## src/rtl/spi_xfer_queue_if.sv

```systemverilog
// Stream and master-side bundle for spi_xfer_queue.
//   tx_data/tx_valid/tx_ready : host -> queue outbound word stream
//   rx_data/rx_valid/rx_ready : queue -> host received word stream
//   timeout_err, idle         : queue status to host
//   m_start/m_data_in         : queue -> SPI master launch
//   m_done/m_data_out         : SPI master -> queue completion
// The slave modport is the queue's view; the master modport is the view of
// whatever sits around it (host plus SPI master).
interface spi_xfer_queue_if #(
  parameter int DATA_LENGTH = 8
);
  logic [DATA_LENGTH-1:0] tx_data;
  logic                   tx_valid;
  logic                   tx_ready;
  logic [DATA_LENGTH-1:0] rx_data;
  logic                   rx_valid;
  logic                   rx_ready;
  logic                   timeout_err;
  logic                   idle;
  logic                   m_start;
  logic [DATA_LENGTH-1:0] m_data_in;
  logic                   m_done;
  logic [DATA_LENGTH-1:0] m_data_out;

  modport slave (
    input  tx_data, tx_valid, rx_ready, m_done, m_data_out,
    output tx_ready, rx_data, rx_valid, timeout_err, idle, m_start, m_data_in
  );

  modport master (
    output tx_data, tx_valid, rx_ready, m_done, m_data_out,
    input  tx_ready, rx_data, rx_valid, timeout_err, idle, m_start, m_data_in
  );
endinterface

```

## src/rtl/spi_xfer_queue.sv

```systemverilog
// spi_xfer_queue: transaction sequencer in front of an SPI master.
// Outbound words are buffered in a TX FIFO; each one launches a single master
// transfer and the word returned by the master is pushed into an RX FIFO.
// Ports:
//   clk  : system clock, rising edge
//   rst  : synchronous active-high reset
//   bus  : spi_xfer_queue_if.slave (host tx/rx streams, status, master link)
module spi_xfer_queue #(
  parameter int DATA_LENGTH = 8,
  parameter int TX_DEPTH    = 4,
  parameter int RX_DEPTH    = 4,
  parameter int TIMEOUT     = 1024
) (
  input logic             clk,
  input logic             rst,
  spi_xfer_queue_if.slave bus
);
  localparam int TXA = $clog2(TX_DEPTH);
  localparam int RXA = $clog2(RX_DEPTH);
  localparam int TW  = $clog2(TIMEOUT);

  typedef enum logic [1:0] {IDLE, LAUNCH, WAIT_DONE, STORE} state_t;

  state_t state, state_next;

  logic [DATA_LENGTH-1:0] tx_mem [TX_DEPTH];
  logic [DATA_LENGTH-1:0] rx_mem [RX_DEPTH];
  logic [TXA:0]           tx_wr, tx_rd;
  logic [RXA:0]           rx_wr, rx_rd, rx_count;
  logic                   tx_full, tx_empty, tx_push, tx_pop;
  logic                   rx_full, rx_empty, rx_push, rx_pop;
  logic                   done_q, done_rise, timer_last;
  logic [TW-1:0]          timer;
  logic [DATA_LENGTH-1:0] rx_word;

  // FIFO status from extended pointers: MSB differs with equal low bits => full
  assign tx_full  = (tx_wr[TXA] != tx_rd[TXA]) && (tx_wr[TXA-1:0] == tx_rd[TXA-1:0]);
  assign tx_empty = (tx_wr == tx_rd);
  assign rx_full  = (rx_wr[RXA] != rx_rd[RXA]) && (rx_wr[RXA-1:0] == rx_rd[RXA-1:0]);
  assign rx_empty = (rx_wr == rx_rd);
  assign rx_count = rx_wr - rx_rd;

  assign tx_push = bus.tx_valid & ~tx_full;
  assign tx_pop  = (state == LAUNCH);
  assign rx_push = (state == STORE);
  assign rx_pop  = ~rx_empty & bus.rx_ready;

  assign done_rise  = bus.m_done & ~done_q;
  assign timer_last = (timer == TW'(TIMEOUT - 1));

  assign bus.tx_ready = ~tx_full;
  assign bus.rx_valid = ~rx_empty;
  assign bus.rx_data  = rx_empty ? '0 : rx_mem[rx_rd[RXA-1:0]];
  assign bus.idle     = (state == IDLE) && tx_empty;

  // Next state. Launch only when a free RX slot exists; nothing is in flight
  // while in IDLE, so the current RX occupancy is the whole reservation and
  // the RX FIFO can never overflow.
  always_comb begin
    state_next = state;
    case (state)
      IDLE:      if (!tx_empty && (rx_count < (RXA+1)'(RX_DEPTH))) state_next = LAUNCH;
      LAUNCH:    state_next = WAIT_DONE;
      WAIT_DONE: begin
        if (done_rise)       state_next = STORE;
        else if (timer_last) state_next = IDLE;
      end
      STORE:     state_next = IDLE;
      default:   state_next = IDLE;
    endcase
  end

  // Control registers. m_start is high exactly while in LAUNCH; m_data_in
  // is loaded on entry to LAUNCH so the master sees it with the pulse and
  // it stays put until the next launch.
  always_ff @(posedge clk) begin
    if (rst) begin
      state           <= IDLE;
      done_q          <= 1'b0;
      timer           <= '0;
      bus.m_start     <= 1'b0;
      bus.m_data_in   <= '0;
      bus.timeout_err <= 1'b0;
      tx_wr           <= '0;
      tx_rd           <= '0;
      rx_wr           <= '0;
      rx_rd           <= '0;
    end else begin
      state       <= state_next;
      done_q      <= bus.m_done;
      bus.m_start <= (state_next == LAUNCH);
      if (state == IDLE && state_next == LAUNCH)
        bus.m_data_in <= tx_mem[tx_rd[TXA-1:0]];
      if (state == LAUNCH)
        timer <= '0;
      else if (state == WAIT_DONE)
        timer <= timer + 1'b1;
      // A done_rise coinciding with the last timer cycle takes precedence.
      if (state == WAIT_DONE && !done_rise && timer_last)
        bus.timeout_err <= 1'b1;
      if (tx_push) tx_wr <= tx_wr + 1'b1;
      if (tx_pop)  tx_rd <= tx_rd + 1'b1;
      if (rx_push) rx_wr <= rx_wr + 1'b1;
      if (rx_pop)  rx_rd <= rx_rd + 1'b1;
    end
  end

  // Data storage: no reset needed, validity is tracked by the pointers.
  always_ff @(posedge clk) begin
    if (tx_push) tx_mem[tx_wr[TXA-1:0]] <= bus.tx_data;
    if (state == WAIT_DONE && done_rise) rx_word <= bus.m_data_out;
    if (rx_push) rx_mem[rx_wr[RXA-1:0]] <= rx_word;
  end
endmodule

```

## src/flat_wrapper.sv

```systemverilog
// flat-port wrapper written by rule: the top's interface ports become plain ports
module spi_xfer_queue_flat 
#(
  parameter int DATA_LENGTH = 8,
  parameter int TX_DEPTH    = 4,
  parameter int RX_DEPTH    = 4,
  parameter int TIMEOUT     = 1024
)
  (clk, rst, bus_tx_data, bus_tx_valid, bus_rx_ready, bus_m_done, bus_m_data_out, bus_tx_ready, bus_rx_data, bus_rx_valid, bus_timeout_err, bus_idle, bus_m_start, bus_m_data_in);
  spi_xfer_queue_if #(.DATA_LENGTH(DATA_LENGTH)) bus_i ();
  input logic clk;
  input logic rst;
  input wire logic [$bits(bus_i.tx_data)-1:0] bus_tx_data;
  input wire logic [$bits(bus_i.tx_valid)-1:0] bus_tx_valid;
  input wire logic [$bits(bus_i.rx_ready)-1:0] bus_rx_ready;
  input wire logic [$bits(bus_i.m_done)-1:0] bus_m_done;
  input wire logic [$bits(bus_i.m_data_out)-1:0] bus_m_data_out;
  output wire logic [$bits(bus_i.tx_ready)-1:0] bus_tx_ready;
  output wire logic [$bits(bus_i.rx_data)-1:0] bus_rx_data;
  output wire logic [$bits(bus_i.rx_valid)-1:0] bus_rx_valid;
  output wire logic [$bits(bus_i.timeout_err)-1:0] bus_timeout_err;
  output wire logic [$bits(bus_i.idle)-1:0] bus_idle;
  output wire logic [$bits(bus_i.m_start)-1:0] bus_m_start;
  output wire logic [$bits(bus_i.m_data_in)-1:0] bus_m_data_in;
  assign bus_i.tx_data = bus_tx_data;
  assign bus_i.tx_valid = bus_tx_valid;
  assign bus_i.rx_ready = bus_rx_ready;
  assign bus_i.m_done = bus_m_done;
  assign bus_i.m_data_out = bus_m_data_out;
  assign bus_tx_ready = bus_i.tx_ready;
  assign bus_rx_data = bus_i.rx_data;
  assign bus_rx_valid = bus_i.rx_valid;
  assign bus_timeout_err = bus_i.timeout_err;
  assign bus_idle = bus_i.idle;
  assign bus_m_start = bus_i.m_start;
  assign bus_m_data_in = bus_i.m_data_in;
  spi_xfer_queue #(.DATA_LENGTH(DATA_LENGTH), .TX_DEPTH(TX_DEPTH), .RX_DEPTH(RX_DEPTH), .TIMEOUT(TIMEOUT)) u_core (.clk(clk), .rst(rst), .bus(bus_i));
endmodule
```

## config.mk

```make
export PLATFORM = sky130hd
export DESIGN_NAME = spi_xfer_queue_flat
export DESIGN_NICKNAME = d
export VERILOG_FILES = /design/src/rtl/spi_xfer_queue_if.sv /design/src/rtl/spi_xfer_queue.sv /design/src/flat_wrapper.sv
export SDC_FILE = /design/constraint.sdc
export NUM_CORES = 1
export LEC_CHECK = 0
export ABC_AREA = 1
export BUFFER_PORTS_ARGS = -buffer_cell sky130_fd_sc_hd__buf_4
export CORE_ASPECT_RATIO = 0.75
export CORE_MARGIN = 3
export CORE_UTILIZATION = 30
export CTS_CLUSTER_SIZE = 20
export DETAILED_ROUTE_END_ITERATION = 10
export SLEW_MARGIN = 20
export SYNTH_ARGS = -nofsm -noshare
export SYNTH_HDL_FRONTEND = slang
export SYNTH_SLANG_ARGS = --single-unit
```

## constraint.sdc

```tcl
create_clock -name clk -period 4.7 [get_ports clk]
set_input_delay 0.705 -clock clk [delete_from_list [all_inputs] [get_ports clk]]
set_output_delay 0.705 -clock clk [all_outputs]
set_load 0.01 [all_outputs]
```

==> reports/qor.csv, run 1 <==
metric,value,unit
Mapped Nets,501,
ranking of synthesized cells by area,"edfxtp_1 (47%), dfxtp_1 (16%), nor2_1 (8.4%)",
Final Hold Viols,0,
Placed Cells,697,
WP data arrival,1990,ps
H-tree depth,3,
Psw,0.949,mW
clock insertion delay at the later pin of the skew report,350,ps
largest net degree at the start of global routing,28,
Synth area leader,edfxtp_1,
global-route wire length before repair,14500,um
initial antenna violation count,0,
number of synthesized flops with an enable pin,72,
port buffer count,41,
"Worst Path Class, Setup",flop to output port,
vias in the first global route,3060,
Iteration-0 DRC Markers,178,
CORE AREA,14800,sq um
Seq cells post-synth,109,
internal power,1.80,mW
die height,114,um
sequential share of power,44.5,%
Yosys warnings,0,
max-cap viol count,0,
peak supply drop,0.000195,V
final WL,8790,um
via/cell ratio,4.34,
# DRC,0,
Critical Path Sink Type,output port,
WL per Instance,12.3,um
Tmin final,2690,ps
most frequent cell after synthesis,nor2_1,
dominant synthesized flop cell,edfxtp_1,
Worst Path Required,3990,ps
DR pass1 iterations,4,
clock root buffer,clkbuf_16,
Final ANT Viol Nets,0,
clock skew,6.63,ps
Clock Tree Buf Depth,2,
synth cell count leaders,"nor2_1 (104), edfxtp_1 (72), nand2_1 (64), inv_1 (52), o21ai_0 (39)",
worst min path class,flop to flop,
Initial Util,31.3,%
worst-path cell with the longest stage delay,dfxtp_1,
clock power share,26.3,%
GPL Wtd Cong,0.781,
# setup viols final,0,
met1 usage,13.7,%
Nets,542,
Netlist cell types,32,
Die X,149,um
Max-slew headroom,38.6,%
outcome,"finished, final reports clean",
fin cells,713,
Pwr Density,507,nW/um^2
internal reg-to-reg setup slack,2460,ps
leakage,2.13,nW
Total GRT Usage,10.9,%
"slowest stage delay, CP",870,ps
crit path launch type,flop,
# Post-CTS Setup Buffers,0,
area of the mapped netlist,4630,sq um
Post-CTS Hold Fix Bufs,0,
RSZ-0062 raised after global routing,false,
Site Rows,38,
GRT met2 Usage,17.6,%
TritonCTS Buffers,9,
pre-CTS setup slack,2400,ps
Area Growth Syn to Fin,17.0,%
cells along the critical path,xnor2_2 > nand3_2 > nor3_1 > buf_4,
Worst Path Max Fanout,27,
setup slack after layout,2010,ps
clock sink total,109,
cells resized by post-CTS repair,0,
CTS tree,done,
"Avg Cell Area, Syn",9.91,sq um
area share of the largest cell type after synthesis,46.7,%
met3 usage,2.94,%
die area,17000,sq um
sequential share of the synthesized area,62.7,%
Net Sw Frac,34.6,%
Worst-Margin Slew,917,ps
max-slew violations,0,
layout cells sized above 1,14.2,%
GRT overflow,0,
ant diodes,0,
ys async rst share,0,%
I/O pin total,42,
Via Count,3094,
grt peak-use layer,met2,
post-detail-place hpwl,6410,um
post-synthesis cell count,467,
Logic pwr share,29.2,%
final worst-path cycle share,57.3,%
"Reg clk slew, reported paths",70,ps
setup TNS,0,ps
maximum clock frequency,371,MHz
placed cells by master, fill, tap and decap left out, types with 2 or more instances in the layout:
master,Yosys,final
clkinv_1,2,3
nor3_1,3,3
ha_1,13,13
nor2_1,104,104
xor2_1,4,4
o21ai_0,39,39
nand2_1,64,64
edfxtp_1,72,72
nor2_4,3,3
inv_6,0,3
a21oi_1,26,26
nand3_2,2,2
buf_4,4,41
dfxtp_1,37,37
nor2_2,2,2
nand2_2,2,2
inv_1,52,52
nand3_1,15,15
o21ai_1,4,4
xnor2_2,2,2
clkbuf_16,0,9
worst max-delay path, delay by kind of cell, from the launching register on:
family        cells  cell delay (ps)
buf+inv           1              150
xor+xnor          1              210
simple gates      2              400
flops             1              870
registers in the layout (all words and copies together), names as in the netlist, 8 cells and up, named ones only:
signal / count
u_core.bus.m_data_in: 8
u_core.rx_mem: 32
u_core.rx_word: 8
u_core.timer: 10
u_core.tx_mem: 32
layer usage:
metal  routed length (um)  part of all wire, %
met1                 4110                   47
met2                 4090                   46
met3                  436                  5.0
met4                  157                  1.8
met5                    0                    0
final timing paths:
kind,to,start,depth (start not counted)
setup / recovery,bus_idle,u_core.tx_rd[0],4
hold reg to reg,u_core.tx_rd[2],u_core.tx_rd[2],2
setup reg to reg,u_core.tx_mem[3][3],u_core.tx_rd[0],4
hold / removal,u_core.tx_rd[2],u_core.tx_rd[2],2
final cells by class:
cell class	count	area [sq um]
fill	1421	9370
sequential	109	2900
multi-input combinational	291	1450
inverter	56	211
clock buffer	9	225
tap	200	250
timing repair buffer	41	308
clock inverter	7	66.3
cells by family (layout without fill, tap and decap cells):
kind of cell	after synthesis	count (layout)	share of synthesized area [%]
AND/OR/NAND/NOR	200	200	18.4
buffers and inverters	67	113	5.92
flip-flops	109	109	62.7
adder cells (fa/ha/maj)	13	13	3.52
AO/OA/AOI/OAI	71	71	7.79
XOR/XNOR	7	7	1.65
power by group through the flow:
stage	Clock, mW	Combinational, mW	Sequential (mW)
finish	0.722	0.802	1.22
global route	0.786	0.926	1.24
CTS	0.746	0.815	1.22
detailed placement	0	0.812	1.24
global placement	0	0.801	1.24
floorplan	0	0.587	1.18
metrics by stage:
step | hold WS [ps] | total power [mW] | instance area (sq um) | util, %
2_1_floorplan | 446 | 1.77 | 4630 | -
3_3_place_gp | 457 | 2.04 | 5120 | 34.6
3_5_place_dp | 472 | 2.06 | 5120 | 34.6
4_1_cts | 486 | 2.78 | 5410 | 36.6
5_1_grt | 506 | 2.95 | 5410 | 36.6
6_report | 482 | 2.74 | 5410 | 36.6
Note: power is estimated with default switching activity, not from simulation.
==> run 2: changes to the inputs <==
==> constraint.sdc (replaced) <==
create_clock -name clk -period 2.7 [get_ports clk]
set_input_delay 0.405 -clock clk [delete_from_list [all_inputs] [get_ports clk]]
set_output_delay 0.405 -clock clk [all_outputs]
set_load 0.01 [all_outputs]
==> reports/qor.csv, run 2 (synthesized netlist as in run 1, its figures left out) <==
metric,value,unit
outcome,"finished, final reports clean",
Final Hold Viols,0,
final WL,9270,um
max-cap viol count,0,
cells resized by post-CTS repair,0,
TritonCTS Buffers,9,
DR pass1 iterations,4,
Worst-Margin Slew,746,ps
CTS tree,done,
Reg-to-Reg Start,u_core.tx_rd[1],
port buffer count,41,
final worst-path cycle share,84.5,%
Iteration-0 DRC Markers,188,
Clock Tree Buf Depth,2,
cells on worst reg2reg path,4,
clock skew,7.56,ps
"most common cell after layout, fill and taps aside",nor2_1,
Net Sw Frac,34.7,%
clock power share,26.8,%
"Worst Path Class, Setup",flop to output port,
Total GRT Usage,11.5,%
Site Rows,38,
die area,17000,sq um
leakage,2.14,nW
CORE AREA,14800,sq um
RSZ-0062 raised after global routing,false,
crit path launch type,flop,
clock insertion delay at the later pin of the skew report,360,ps
Hold Path Sink,u_core.rx_word[6],
Area Growth Syn to Fin,17.4,%
WP data arrival,1880,ps
design area,5430,sq um
post-detail-place hpwl,6850,um
Worst Path Max Fanout,19,
initial antenna violation count,0,
Via Count,3162,
Psw,1.67,mW
post-layout util,36.7,%
# setup viols final,0,
Crit Reg-Reg Endpoint,u_core.tx_mem[0][7],
I/O pin total,42,
maximum clock frequency,438,MHz
Pwr Density,884,nW/um^2
Die X,149,um
peak supply drop,0.000306,V
H-tree depth,3,
Final ANT Viol Nets,0,
cells along the critical path,xnor2_2 > nand3_2 > nor3_1 > buf_4,
Initial Util,31.3,%
worst min path class,input pin to flop,
Post-CTS Hold Fix Bufs,0,
worst-path cell with the longest stage delay,dfxtp_1,
internal reg-to-reg setup slack,730,ps
WL per Instance,12.9,um
setup TNS,0,ps
via/cell ratio,4.42,
Nets,545,
min-delay src,bus_m_data_out[6],
clock sink total,109,
"Reg clk slew, reported paths",70,ps
Logic pwr share,29.5,%
Critical Path Sink Type,output port,
layout cells sized above 1,14.7,%
die height,114,um
Pwr Total,4.80,mW
clock root buffer,clkbuf_16,
Tmin final,2280,ps
global-route wire length before repair,15000,um
vias in the first global route,3026,
# DRC,0,
Max-slew headroom,50.1,%
GPL Wtd Cong,0.836,
GRT overflow,0,
most frequent cells in the layout,"nor2_1 (104), edfxtp_1 (72), nand2_1 (64)",
"slowest stage delay, CP",700,ps
DP Area,5140,sq um
largest net degree at the start of global routing,28,
max-slew violations,0,
sequential share of power,43.7,%
# Post-CTS Setup Buffers,0,
ant diodes,0,
internal power,3.13,mW
Worst Path Required,2300,ps
worst hold path depth,1,
-- run 2: changes by cell type in the layout (fill, tap and decap cells not counted) --
cell / before / now
inv_6: 3 / 4
clkinv_4: 1 / 0
inv_8: 1 / 2
buf_4: 41 / 44
clkbuf_1: 0 / 1
clkinv_8: 1 / 0
clkinv_1: 3 / 2
-- run 2: cell type report --
cell class	count	area [sq um]
clock buffers	10	229
flip-flops and latches	109	2900
clock inverters	6	57.6
well taps	200	250
inverters	56	211
repair buffers	44	330
fillers	1431	9360
multi-input cells	291	1450
-- run 2: critical path, delay by kind of cell (launching register included) --
family | cells | cell delay, ps
xor gates and xnor gates | 1 | 200
DFF | 1 | 700
and+or+nand+nor | 2 | 450
buffers and inverters | 1 | 170
-- run 2: worst max path at each step --
stage                          startpoint                  end  depth (start not counted)
after CTS                 u_core.tx_rd[1]             bus_idle                          4
after detailed placement  u_core.tx_rd[1]  u_core.tx_mem[0][0]                          4
final                     u_core.tx_rd[1]             bus_idle                          4
after global placement    u_core.tx_rd[1]  u_core.tx_mem[1][5]                          4
after global routing      u_core.tx_rd[1]             bus_idle                          4
after floorplan           u_core.tx_rd[1]  u_core.tx_mem[0][0]                          5
-- run 2: stage by stage --
| step | std cells | setup slack [ps] | hold slack, ps |
|---|---|---|---|
| 6_report | 716 | 419 | 219 |
| 3_3_place_gp | 700 | 853 | 456 |
| 5_1_grt | 716 | 221 | 204 |
| 3_5_place_dp | 700 | 748 | 475 |
| 2_1_floorplan | 467 | 1130 | 446 |
| 4_1_cts | 716 | 380 | 209 |
-- run 2: power groups by stage --
stage,logic (mW),registers (mW),clock network (mW)
floorplan,1.02,2.06,0
global placement,1.41,2.13,0
detailed placement,1.44,2.14,0
CTS,1.44,2.10,1.32
global route,1.62,2.13,1.39
finish,1.42,2.10,1.29
-- run 2: layer usage --
layer  GRT usage [%]  vias to the layer above  share of wire (%)
met1            15.2                     1481                 48
met5               0                        -                  0
met2            17.5                       60                 45
met3            3.26                       11                4.8
li1                -                     1610                  -
met4            5.12                        0                1.8
==> run 3: changes to the inputs <==
--- a/config.mk
+++ b/config.mk
@@ -5,7 +5,7 @@
 export SDC_FILE = /design/constraint.sdc
 export NUM_CORES = 1
 export LEC_CHECK = 0
-export ABC_AREA = 1
+export ABC_AREA = 0
 export BUFFER_PORTS_ARGS = -buffer_cell sky130_fd_sc_hd__buf_4
 export CORE_ASPECT_RATIO = 0.75
 export CORE_MARGIN = 3
==> constraint.sdc (replaced) <==
create_clock -name clk -period 2 [get_ports clk]
set_input_delay 0.3 -clock clk [delete_from_list [all_inputs] [get_ports clk]]
set_output_delay 0.3 -clock clk [all_outputs]
set_load 0.01 [all_outputs]
==> reports/qor.csv, run 3 <==
metric,value,unit
Reg area,2910,sq um
initial antenna violation count,0,
"Worst Path Class, Setup",flop to output port,
dominant synthesized flop cell,edfxtp_1,
CORE AREA,14500,sq um
ant diodes,0,
Yosys warnings,0,
fillers,1414,
Buf/Inv on CP,2,
# Post-CTS Setup Buffers,0,
vias in the first global route,2447,
Final ANT Viol Nets,0,
DR pass1 iterations,9,
layout cells sized above 1,27.7,%
peak supply drop,0.000475,V
H-tree depth,3,
Worst Path Max Fanout,8,
Synth area leader,edfxtp_1,
Max-slew headroom,67.3,%
Nets,376,
Die X,147,um
DP Area,5020,sq um
RSZ-0062 raised after global routing,false,
design area,5370,sq um
number of synthesized flops with an enable pin,72,
Hold WS,129,ps
GRT overflow,0,
clock insertion delay at the later pin of the skew report,350,ps
Critical Path Sink Type,output port,
global-route wire length before repair,12700,um
setup TNS,0,ps
largest net degree at the start of global routing,37,
Post-CTS Hold Fix Bufs,0,
fin cells,547,
max-cap viol count,0,
"Reg clk slew, reported paths",70,ps
Seq cells post-synth,109,
Crit Reg-Reg Endpoint,u_core.bus.m_data_in[6],
worst-path cell with the longest stage delay,mux4_2,
Total GRT Usage,9.92,%
ys async rst share,0,%
CTS tree,done,
GPL Wtd Cong,0.757,
I/O pin total,42,
Via Count,2363,
most frequent cells in the layout,"edfxtp_1 (72), buf_4 (47), dfxtp_1 (31)",
Tmin final,1920,ps
clock root buffer,clkbuf_16,
multi-input logic area,1510,sq um
Area Growth Syn to Fin,19.9,%
clock sink total,109,
max-slew violations,0,
Hold Path Sink,u_core.rx_word[7],
port buffer count,41,
Netlist cell types,40,
WP data arrival,1620,ps
"Avg Cell Area, Syn",15.2,sq um
final worst-path cycle share,96.1,%
ranking of synthesized cells by area,"edfxtp_1 (48%), dfxtp_1 (17%), mux4_1 (4.7%)",
post-layout util,36.9,%
post-detail-place hpwl,5240,um
sequential share of the synthesized area,64.8,%
final WL,7830,um
"slowest stage delay, CP",520,ps
Reg-to-Reg Start,u_core.rx_wr[1],
outcome,"finished, final reports clean",
area share of the largest cell type after synthesis,48.3,%
maximum clock frequency,520,MHz
clock skew,12.7,ps
worst hold path depth,1,
cells on worst reg2reg path,6,
worst min path class,input pin to flop,
Worst Path Required,1700,ps
synth cell count leaders,"edfxtp_1 (72), dfxtp_1 (37), nor2_1 (26), nand2b_1 (17), ha_1 (13)",
internal reg-to-reg setup slack,280,ps
min-delay src,bus_m_data_out[7],
via/cell ratio,4.32,
cells along the critical path,buf_8 > mux4_2 > nor2b_1 > buf_4,
Pwr Density,1050,nW/um^2
"most common cell after layout, fill and taps aside",edfxtp_1,
crit path launch type,flop,
post-synthesis cell count,295,
# DRC,0,
area of the mapped netlist,4480,sq um
WL per Instance,14.3,um
Final Hold Viols,0,
die area,16400,sq um
Worst-Margin Slew,485,ps
leakage,1.94,nW
# setup viols final,0,
Clock Tree Buf Depth,2,
TritonCTS Buffers,9,
Placed Cells,530,
critical path's top delay family,multiplexers,
most frequent cell after synthesis,edfxtp_1,
Mapped Nets,329,
Iteration-0 DRC Markers,111,
die height,112,um
Initial Util,30.8,%
Site Rows,38,
[run 3: cell types whose count changed after synthesis, sizes merged, moves of 9 or more]
cell    change
a21oi      -24
inv        -45
mux2i      +12
mux4       +16
nand2      -58
nand2b     +17
nand3      -14
nor2       -83
nor2b      +12
o21ai      -41
xnor2       +9
[run 3: worst max path at each step]
stage / end / slack, ps / startpoint / depth (start not counted)
CTS: bus_idle / 5 / u_core.tx_wr[1] / 4
floorplan: u_core.bus.m_start / 390 / u_core.rx_rd[1] / 7
global route: bus_rx_data[2] / 1 / u_core.rx_wr[0] / 7
global placement: bus_idle / 280 / u_core.tx_wr[1] / 4
finish: bus_rx_data[6] / 80 / flop / 4
detailed placement: u_core.bus.m_data_in[6] / 260 / u_core.rx_rd[1] / 7
[run 3: kinds of logic (layout without fill, tap and decap cells)]
kind of cell / after synthesis / after routing / synth area share, %
AO/OA/AOI/OAI: 12 / 12 / 2.40
XOR/XNOR: 21 / 21 / 4.44
adder cells (fa/ha/maj): 13 / 13 / 3.63
buffers and inverters: 21 / 73 / 2.32
flip-flops: 109 / 109 / 64.8
multiplexers: 28 / 28 / 11.4
AND/OR/NAND/NOR: 91 / 91 / 11.0
[run 3: repair_timing]
action                                  4_1_cts  5_1_grt
gates resized for setup                       4       16
endpoints found under the setup margin       10       10
cloned                                        0        1
pin swaps                                     0        1
[run 3: where the power goes]
| part | switching [mW] | internal [mW] |
|---|---|---|
| registers | 0.138 | 2.60 |
| clock network | 0.831 | 0.874 |
| logic | 0.564 | 0.623 |
[run 3: layer usage]
layer  wire [um]  up-vias  GRT usage (%)
met1        3650     1152           12.6
met5           0        -              0
li1            -     1159              -
met2        3750       45           16.4
met3         363        7           3.21
met4          70        0           2.79
[run 3: cell type report]
| type | count | area share, % |
|---|---|---|
| timing repair buffer | 49 | 7.06 |
| clock buffer | 9 | 4.19 |
| tap | 200 | 4.66 |
| inverter | 8 | 0.559 |
| sequential | 109 | 54.2 |
| clock inverter | 7 | 1.21 |
| multi-input combinational | 165 | 28.1 |
[run 3: metrics by stage]
stage | power (mW) | setup WS (ps)
floorplan | 3.55 | 391
global placement | 3.93 | 279
detailed placement | 3.97 | 261
CTS | 5.70 | 5.31
global route | 5.95 | 1.12
finish | 5.63 | 77.2
